**config.mk**
```make
export PLATFORM = sky130hd
export DESIGN_NAME = carregador_operandos
export DESIGN_NICKNAME = d
export VERILOG_FILES = /design/src/rtl/ula_pkg.sv /design/src/rtl/carregador_operandos_montador_palavra.sv /design/src/rtl/carregador_operandos.sv
export SDC_FILE = /design/constraint.sdc
export NUM_CORES = 1
export LEC_CHECK = 0
export CAP_MARGIN = 20
export CORE_UTILIZATION = 45
export DETAILED_ROUTE_END_ITERATION = 16
export GPL_TIMING_DRIVEN = 0
export HOLD_SLACK_MARGIN = 0.03
export PLACE_DENSITY = 0.8
export REMOVE_ABC_BUFFERS = 1
export SETUP_SLACK_MARGIN = 0.3
export SYNTH_ARGS = -nofsm -noshare
export SYNTH_HDL_FRONTEND = slang
export SYNTH_SLANG_ARGS = --single-unit
```
**constraint.sdc**
```tcl
create_clock -name clk -period 1.7 [get_ports clk]
set_clock_uncertainty 0.05 [all_clocks]
set_input_delay 0.255 -clock clk [delete_from_list [all_inputs] [get_ports clk]]
set_output_delay 0.255 -clock clk [all_outputs]
set_load 0.01 [all_outputs]
```
**src/rtl/ula_pkg.sv**
```systemverilog
// ula_pkg: shared types and constants for the operand-loading path feeding
// the 16-bit bitwise units.
//   estado_t : loader FSM states (CARREGA_A, CARREGA_B, PRONTO)
//   BYTE_W   : data bus width in bits
package ula_pkg;

    localparam int BYTE_W = 8;

    typedef enum logic [1:0] {
        CARREGA_A = 2'd0,
        CARREGA_B = 2'd1,
        PRONTO    = 2'd2
    } estado_t;

endpackage

```
**src/rtl/carregador_operandos_montador_palavra.sv**
```systemverilog
// montador_palavra: LARGURA-bit register written one byte lane at a time.
//   clk, rst  : clock, synchronous active-high reset (clears the word)
//   we        : write enable for this cycle
//   idx       : byte lane to write (0 = least significant)
//   byte_in   : data for the selected lane
//   palavra   : registered word; unwritten lanes hold their value
module montador_palavra
    import ula_pkg::*;
#(
    parameter int LARGURA = 16,
    parameter int IW      = 1
) (
    input  logic               clk,
    input  logic               rst,
    input  logic               we,
    input  logic [IW-1:0]      idx,
    input  logic [BYTE_W-1:0]  byte_in,
    output logic [LARGURA-1:0] palavra
);

    always_ff @(posedge clk) begin
        if (rst) begin
            palavra <= '0;
        end else if (we) begin
            palavra[BYTE_W*idx +: BYTE_W] <= byte_in;
        end
    end

endmodule

```
**src/rtl/carregador_operandos.sv**
```systemverilog
// carregador_operandos: byte-serial loader assembling operands A then B
// (each LSB first) and holding them stable for the bitwise stage.
//   clk, rst             : clock, synchronous active-high reset
//   byte_in/byte_valid/byte_ready : input byte stream handshake
//   byte_par             : even-parity bit (only with CARREGADOR_PARIDADE_EN)
//   limpar               : synchronous frame abort (A/B contents kept)
//   A, B                 : registered operands
//   op_valid/op_ready    : operand handshake towards the bitwise units
//   erro                 : one-cycle pulse after a parity error
// Optional feature macro: CARREGADOR_PARIDADE_EN (parity check on bytes).
module carregador_operandos
    import ula_pkg::*;
#(
    parameter int LARGURA = 16
) (
    input  logic               clk,
    input  logic               rst,
    input  logic [7:0]         byte_in,
`ifdef CARREGADOR_PARIDADE_EN
    input  logic               byte_par,
`endif
    input  logic               byte_valid,
    output logic               byte_ready,
    input  logic               limpar,
    output logic [LARGURA-1:0] A,
    output logic [LARGURA-1:0] B,
    output logic               op_valid,
    input  logic               op_ready,
    output logic               erro
);

    localparam int BYTES = LARGURA / BYTE_W;
    localparam int IW    = (BYTES > 1) ? $clog2(BYTES) : 1;

    estado_t       estado, estado_prox;
    logic [IW-1:0] idx, idx_prox;
    logic          aceito;
    logic          par_err;
    logic          wr_ok;
    logic          ultimo;

    // byte_ready is forced low while rst is high so nothing is consumed
    // in the reset cycle.
    assign byte_ready = !rst && (estado != PRONTO);
    assign aceito     = byte_valid && byte_ready;
    assign ultimo     = (idx == IW'(BYTES - 1));
    assign op_valid   = (estado == PRONTO);

`ifdef CARREGADOR_PARIDADE_EN
    assign par_err = aceito && !limpar && (^{byte_in, byte_par});

    always_ff @(posedge clk) begin
        if (rst) erro <= 1'b0;
        else     erro <= par_err;
    end
`else
    assign par_err = 1'b0;
    assign erro    = 1'b0;
`endif

    // a byte lands in A/B only if neither limpar nor a parity error wins
    assign wr_ok = aceito && !limpar && !par_err;

    always_ff @(posedge clk) begin
        if (rst) begin
            estado <= CARREGA_A;
            idx    <= '0;
        end else begin
            estado <= estado_prox;
            idx    <= idx_prox;
        end
    end

    always_comb begin
        estado_prox = estado;
        idx_prox    = idx;
        if (limpar || par_err) begin
            estado_prox = CARREGA_A;
            idx_prox    = '0;
        end else begin
            case (estado)
                CARREGA_A, CARREGA_B: begin
                    if (aceito) begin
                        if (ultimo) begin
                            idx_prox    = '0;
                            estado_prox = (estado == CARREGA_A) ? CARREGA_B : PRONTO;
                        end else begin
                            idx_prox = idx + 1'b1;
                        end
                    end
                end
                PRONTO: begin
                    if (op_ready) begin
                        estado_prox = CARREGA_A;
                        idx_prox    = '0;
                    end
                end
                default: begin
                    estado_prox = CARREGA_A;
                    idx_prox    = '0;
                end
            endcase
        end
    end

    montador_palavra #(.LARGURA(LARGURA), .IW(IW)) u_mont_a (
        .clk     (clk),
        .rst     (rst),
        .we      (wr_ok && (estado == CARREGA_A)),
        .idx     (idx),
        .byte_in (byte_in),
        .palavra (A)
    );

    montador_palavra #(.LARGURA(LARGURA), .IW(IW)) u_mont_b (
        .clk     (clk),
        .rst     (rst),
        .we      (wr_ok && (estado == CARREGA_B)),
        .idx     (idx),
        .byte_in (byte_in),
        .palavra (B)
    );

endmodule

```
* Yosys cells after proc, flatten, opt, wreduce, memory -nomap -nowiden
Cells that the tools add are included.
Storage, ports and cells: bits in registers 35, input port bits 13, word-level logic and storage cells 37, output and inout port bits 35
Cells by class: eq/ne operators 6, add/sub/neg operators 2, muxes and demuxes 11, shift operators 2, reduce and logical (&&, ||, !) cells 12
Operators with widths (count):
- $neg 4->34 | 1
- $shift 8x34->16 const A | 1
- $shiftx 8x34->16 | 1
- $bwmux 16 | 2
- $mux 2 | 4
- $ne 2x2->1 const B | 3
- $logic_and 1x1->1 | 5
- $pmux 2 s2 | 1
- $reduce_or 2->1 | 2
- $mux 1 | 3
- $reduce_and 3->1 | 1
- $eq 2x1->1 const B | 1
- $eq 2x2->1 const B | 1
- $logic_not 1->1 | 2
- $logic_not 2->1 | 1
- $ne 2x1->1 const B | 1
- $pmux 1 s2 | 1
- $reduce_and 2->1 | 1
- $add 1x1->1 const B | 1

* Longest topological paths before layout
Gate-level depths: netlist of run 1.
depth after elaboration 5, depth in mapped cells 5

* By module
Synthesis of run 1 repeated with hierarchy kept, for this count alone.
Second synthesis, totals: cells, all modules 146, area, all modules 1562.7 um2
Modules (own cells, without submodules):
- montador_palavra | area each 683.2 um2, cells each 63, seq. area each 320.3 um2, instances 2
- carregador_operandos | area each 196.4 um2, cells each 20, seq. area each 60.1 um2, instances 1

* Worst setup path before layout of run 1
No wires, ideal clock.
path type reg-to-reg, from register estado[1], to register u_mont_a.palavra[10], setup time 0.132 ns, required time 1.518 ns, path slack 0.236 ns, path buffers 1, arrival time 1.282 ns, cell stages (with the launch flop) 5, cells stage by stage dfxtp_1 -> or4b_4 -> buf_6 -> o21ai_1 -> a21oi_1
On the way: word-level cells in the longest chain between the ends 5
RTL lines:
- from (decl) | RTL line carregador_operandos.sv:35 | estado_t estado, estado_prox;
- from (signal assigned) | RTL line carregador_operandos.sv:69 | estado <= estado_prox;
- $ne 2x2->1 | RTL line carregador_operandos.sv:44 | assign byte_ready = !rst && (estado != PRONTO);
- $logic_and 1x1->1 | RTL line carregador_operandos.sv:44
- $logic_and 1x1->1 | RTL line carregador_operandos.sv:45 | assign aceito = byte_valid && byte_ready;
- $logic_and 1x1->1 | RTL line carregador_operandos.sv:62 | assign wr_ok = aceito && !limpar && !par_err;
- $logic_and 1x1->1 * | RTL line carregador_operandos.sv:109 | .we (wr_ok && (estado == CARREGA_A)),
- to (signal, indexed assignment) | RTL line carregador_operandos_montador_palavra.sv:25 | palavra[BYTE_W*idx +: BYTE_W] <= byte_in;
- to (decl) | RTL line carregador_operandos_montador_palavra.sv:18 | output logic [LARGURA-1:0] palavra
Mark *: on every way between the ends. The rest lies on a longest branch, timed or not. A chain may end at the register's enable or synchronous reset.

* Final worst setup path of run 1
from register estado[1], to register u_mont_b.palavra[2]
On the way: word-level cells in the longest chain between the ends 5
RTL lines:
- $ne 2x2->1 | RTL line carregador_operandos.sv:44
- $logic_and 1x1->1 | RTL line carregador_operandos.sv:44
- $logic_and 1x1->1 | RTL line carregador_operandos.sv:45
- $logic_and 1x1->1 | RTL line carregador_operandos.sv:62
- $logic_and 1x1->1 * | RTL line carregador_operandos.sv:118 | .we (wr_ok && (estado == CARREGA_B)),
- to (signal, indexed assignment) | RTL line carregador_operandos_montador_palavra.sv:25
- to (decl) | RTL line carregador_operandos_montador_palavra.sv:18
Marked as above.

==> flow_metrics.tcl, run 1 <==
set metrics [dict create \
    status "completed" \
    r2r-start "estado[1]$_SDFFE_PP0P_" \
    syn-cell-area_um2 1450 \
    multiInputGateArea_um2 807 \
    nets 235 \
    ys_ff_latch 35 \
    clk_transition_reported_paths_ns 0.10 \
    slew_headroom 0.572 \
    io_pins 48 \
    fp.dieH_um 58.7 \
    drt_iter0_markers 105 \
    firstDrtPassIters 4 \
    period_share 0.929 \
    placed_cells 247 \
    netlist_instances 172 \
    start_util 0.473 \
    place_area_um2 1900 \
    slowest_stage "or4b_4" \
    clockRootBuffer "clkbuf_4" \
    final_antenna_net_count 0 \
    r2r_cells 4 \
    cts.sinks 35 \
    cts_max_path_buffers 2 \
    grt_pass1_vias 1517 \
    layout_common_cells "dfxtp_1, dlygate4sd2_1, a21oi_1, nand3_1, o21ai_1" \
    finalInstanceArea_um2 2160 \
    grt_max_degree 29 \
    grt_pass1_wl_um 7220 \
    finalHoldWorstSlack_ns 0.203 \
    hold_depth 2 \
    place_ws_ns -0.873 \
    gp_congestion 0.805 \
    routed_wl_um 4710 \
    synth_cell_types 25 \
    holdPathEnd "estado[0]$_SDFFE_PP0P_" \
    syn_to_final_growth_pct 49.4 \
    path_class "reg2reg" \
    peakVddDrop_mv 0.445 \
    path_cells "buf_6 > or4b_4 > o21ai_1 > a21oi_1" \
    arrival_ns 1.76 \
    seq_area_frac_synth 0.485 \
    fin_cells 266 \
    dp_hpwl_um 2590 \
    cp_max_fo 8 \
    p_total_mw 1.48 \
    async_flop_share 0 \
    start_kind "flip-flop" \
    clock_latency_ns 0.33 \
    p_leak_nw 0.854 \
    fill_cells 224 \
    tightest_slew_ns 0.641 \
    grt_use_total 0.284 \
    timing.setup.tns_ns 0 \
    fin_crit_ns 1.58 \
    hold_viol_final 0 \
    core_um2 3050 \
    register_area_um2 708 \
    grt_antenna_before_repair 0 \
    worstSetupEndpointType "flip-flop" \
    setup_viol 0 \
    rrSetupSlack_ns 0.12 \
    cts_tree "built" \
    slowest_delay_ns 0.62 \
    drt-wirelength-per-cell_um 17.7 \
    post-route-worst-setup-slack_ns 0.121 \
    cts_buffers 5 \
    max_freq_mhz 633 \
    die_area_um2 3440 \
    min_path_type "in2reg" \
    dr_total_vias 1566 \
    rr_endpoint "u_mont_b.palavra[2]$_SDFFE_PP0P_" \
    maxCapViolCount 0 \
    path_buf_inv 1 \
    slew_viol_final 0 \
    die_x_um 58.7 \
    ctsHoldBuffers 0 \
    rsz0062_at_grt "true" \
    hold_start "limpar" \
    n_antenna_cell 0 \
    setup.worst_path.start "estado[1]$_SDFFE_PP0P_" \
    yosys_warnings 0 \
    critPathTopFamily "simple AND/OR/NAND/NOR gates" \
    vias_per_cell 5.89 \
    fin_util 0.707 \
    drcViolationCount 0 \
    grt-ovfl-total 0 \
    synth_edf_count 0 \
    ctsHtreeMaxLevel 2 \
    ys.flop_type "dfxtp_1" \
    avgSynthCellArea_um2 8.40 \
    rows 20 \
    placement.io_buffers 46 \
    final_layout_size_suffix_gt1_frac 0.279 \
    worstPathRequired_ns 1.88 \
    powerDensity_nw_per_um2 684 \
]
-- flip-flops by register name (all words and copies together), names as in the netlist --
name and flops:
u_mont_b.palavra 16, estado 2, idx 1, u_mont_a.palavra 16
-- cell usage after synthesis, types with 3 or more instances --
cell,instances,area [um^2]
clkbuf_1,6,22.5
o21ai_1,28,140
buf_2,6,30.0
buf_6,3,33.8
o21ai_0,3,15.0
nor2_1,4,15.0
nand3_1,32,160
nor2b_1,3,18.8
a21oi_1,33,165
dfxtp_1,35,701
-- what timing repair did --
| action | 4_1_cts | 5_1_grt |
|---|---|---|
| gates resized for setup | 67 | 29 |
| buffers inserted | 7 | 0 |
| cloned | 5 | 0 |
| pin swaps | 27 | 11 |
| setup endpoints to repair | 66 | 35 |
-- layer usage --
layer	track usage	vias up	routed length [um]
met5	0	-	0
met1	0.349	720	1810
li1	-	722	-
met3	0.0527	21	498
met4	0.180	0	176
met2	0.458	103	2220
-- where the power goes --
part	internal, mW	switching, mW
sequential	0.826	0.00856
clock	0.192	0.272
combinational	0.0714	0.108
-- worst register-to-register path: cells and delay by family (launching register included) --
family / cells / cell delay [ns]
flip-flops: 1 / 0.38
AND/OR/NAND/NOR: 1 / 0.62
AO/OA/AOI/OAI: 2 / 0.31
buffers and inverters: 1 / 0.12
-- cell type report --
| class | instances | share of cell area |
|---|---|---|
| Multi-Input combinational cell | 123 | 0.374 |
| Sequential cell | 35 | 0.328 |
| Timing Repair Buffer | 57 | 0.246 |
| Tap cell | 44 | 0.0255 |
| Clock buffer | 6 | 0.0238 |
| Clock inverter | 1 | 0.00232 |
-- worst max path at each step --
stage | slack (ns) | depth (start not counted) | endpoint
after floorplan | 0.003 | 3 | u_mont_b.palavra[7]$_SDFFE_PP0P_
after global placement | -1.49 | 4 | u_mont_a.palavra[5]$_SDFFE_PP0P_
after detailed placement | -0.87 | 6 | u_mont_b.palavra[5]$_SDFFE_PP0P_
after CTS | 0.21 | 4 | u_mont_b.palavra[12]$_SDFFE_PP0P_
after global routing | 0.08 | 4 | u_mont_b.palavra[2]$_SDFFE_PP0P_
final | 0.12 | 4 | u_mont_b.palavra[2]$_SDFFE_PP0P_
-- kinds of logic (layout without fill, tap and decap cells) --
kind of cell / Yosys count / after routing / synth area share
AOI/OAI and AO/OA: 67 / 67 / 0.239
xor gates and xnor gates: 1 / 1 / 0.00606
buffers and inverters: 17 / 64 / 0.0675
DFF: 35 / 35 / 0.485
other: 1 / 1 / 0.00259
and+or+nand+nor: 51 / 54 / 0.200
(Power assumes the default switching activity.)
==> inputs of run 2 (changes only) <==
Settings changed: ABC_AREA set to 0, CELL_PAD_IN_SITES_DETAIL_PLACEMENT set to 0, CELL_PAD_IN_SITES_GLOBAL_PLACEMENT set to 1, CORE_UTILIZATION 45 to 32, CTS_CLUSTER_SIZE set to 10, PLACE_DENSITY 0.8 to 0.79.
==> run 2 against run 1 <==
Sequential share of layout area increased by 0.23 points; final area fell by 0.70%; via count decreased by 5.7%; global-route usage shrank 9.7 points; final cell count grew 2.6%; worst setup slack improved by 0.13 ns; largest cell class unchanged; combinational power shrank 6%; clock-buffer cell count is 2 higher.
==> flow_metrics.tcl, run 2 (synthesized netlist as in run 1, its figures left out) <==
set metrics [dict create \
    io_pins 48 \
    rsz0062_at_grt "true" \
    path_cells "or4b_4 > o21ai_1 > a21oi_1" \
    cp_max_fo 8 \
    max_freq_mhz 691 \
    path_class "reg2reg" \
    ctsHtreeMaxLevel 2 \
    routed_wl_um 4460 \
    die_x_um 69.2 \
    firstDrtPassIters 4 \
    top_regs "u_mont_a.palavra: 16 flops, u_mont_b.palavra: 16 flops, estado: 2 flops" \
    fill_cells 447 \
    nets 233 \
    worstPathRequired_ns 1.81 \
    status "completed" \
    rows 24 \
    clock_latency_ns 0.29 \
    fin_crit_ns 1.45 \
    slowest_delay_ns 0.64 \
    gp_congestion 0.711 \
    dr_total_vias 1477 \
    cts_tree "built" \
    cts.sinks 35 \
    finalHoldWorstSlack_ns 0.260 \
    grt-ovfl-total 0 \
    fp.dieH_um 69.2 \
    grt_pass1_vias 1359 \
    hold_viol_final 0 \
    core_um2 4350 \
    start_kind "flip-flop" \
    maxCapViolCount 0 \
    worstSetupEndpointType "flip-flop" \
    placement.io_buffers 46 \
    cts_buffers 5 \
    critPathTopFamily "simple AND/OR/NAND/NOR gates" \
    min_path_type "in2reg" \
    path_buf_inv 0 \
    vias_per_cell 5.41 \
    final_layout_size_suffix_gt1_frac 0.217 \
    place_ws_ns -0.889 \
    p_leak_nw 0.857 \
    grt_use_total 0.187 \
    grt_pass1_wl_um 6980 \
    clk_transition_reported_paths_ns 0.07 \
    final_antenna_net_count 0 \
    period_share 0.851 \
    setup_viol 0 \
    powerDensity_nw_per_um2 775 \
    layout_common_cells "dfxtp_1, dlygate4sd2_1, a21oi_1, nand3_1, o21ai_1" \
    syn_to_final_growth_pct 48.3 \
    die_area_um2 4790 \
    clockRootBuffer "clkbuf_8" \
    n_antenna_cell 0 \
    slew_headroom 0.589 \
    start_util 0.332 \
    slowest_stage "or4b_4" \
    post-route-worst-setup-slack_ns 0.253 \
    drt_iter0_markers 128 \
    grt_antenna_before_repair 0 \
    grt_max_degree 25 \
    drcViolationCount 0 \
    peakVddDrop_mv 0.345 \
    tightest_slew_ns 0.615 \
    drt-wirelength-per-cell_um 16.3 \
    cts_max_path_buffers 2 \
    arrival_ns 1.56 \
    slew_viol_final 0 \
    ctsHoldBuffers 0 \
    dp_hpwl_um 2530 \
]
run 2: final timing paths:
| path | cells after the start | startpoint | end | slack (ns) |
|---|---|---|---|---|
| max | 3 | estado[1]$_SDFFE_PP0P_ | u_mont_b.palavra[11]$_SDFFE_PP0P_ | 0.25 |
| min | 2 | limpar | estado[1]$_SDFFE_PP0P_ | 0.26 |
| max reg2reg | 3 | estado[1]$_SDFFE_PP0P_ | u_mont_b.palavra[11]$_SDFFE_PP0P_ | 0.25 |
| min reg2reg | 2 | u_mont_b.palavra[7]$_SDFFE_PP0P_ | u_mont_b.palavra[7]$_SDFFE_PP0P_ | 0.41 |
run 2: per-layer routing:
metal / GRT usage / vias to the layer above / share of wire
met3: 0.0422 / 5 / 0.060
met4: 0.0816 / 0 / 0.011
met1: 0.244 / 702 / 0.44
met2: 0.297 / 46 / 0.48
met5: 0 / - / 0
li1: - / 724 / -
run 2: power by group:
| group | total (mW) | switching [mW] | internal, mW |
|---|---|---|---|
| clock network | 0.656 | 0.287 | 0.369 |
| registers | 0.835 | 0.00863 | 0.826 |
| logic | 0.169 | 0.101 | 0.0684 |
| total | 1.66 | 0.396 | 1.26 |
run 2: through the flow:
stage | cells | setup TNS, ns | power, mW | util | area, um^2
after floorplan | 155 | 0 | 0.904 | - | 1350
after detailed placement | 255 | -25.00 | 1.01 | 0.439 | 1910
final | 273 | 0 | 1.66 | 0.492 | 2140
after global routing | 273 | 0 | 1.72 | 0.492 | 2140
after CTS | 273 | 0 | 1.67 | 0.480 | 2090
after global placement | 253 | -59.30 | 0.996 | 0.430 | 1870
run 2: timing repair:
| action | in CTS | in global routing |
|---|---|---|
| cloned | 5 | 0 |
| setup endpoints to repair | 66 | 34 |
| setup buffers | 5 | 0 |
| resized for setup | 65 | 19 |
| pin swaps | 8 | 21 |
run 2: layout make-up:
cell class	count	area, um^2	share of cell area
flip-flops and latches	35	708	0.330
repair buffers	55	509	0.238
well taps	52	65.1	0.0304
clock buffers	8	100	0.0467
multi-input cells	123	761	0.355
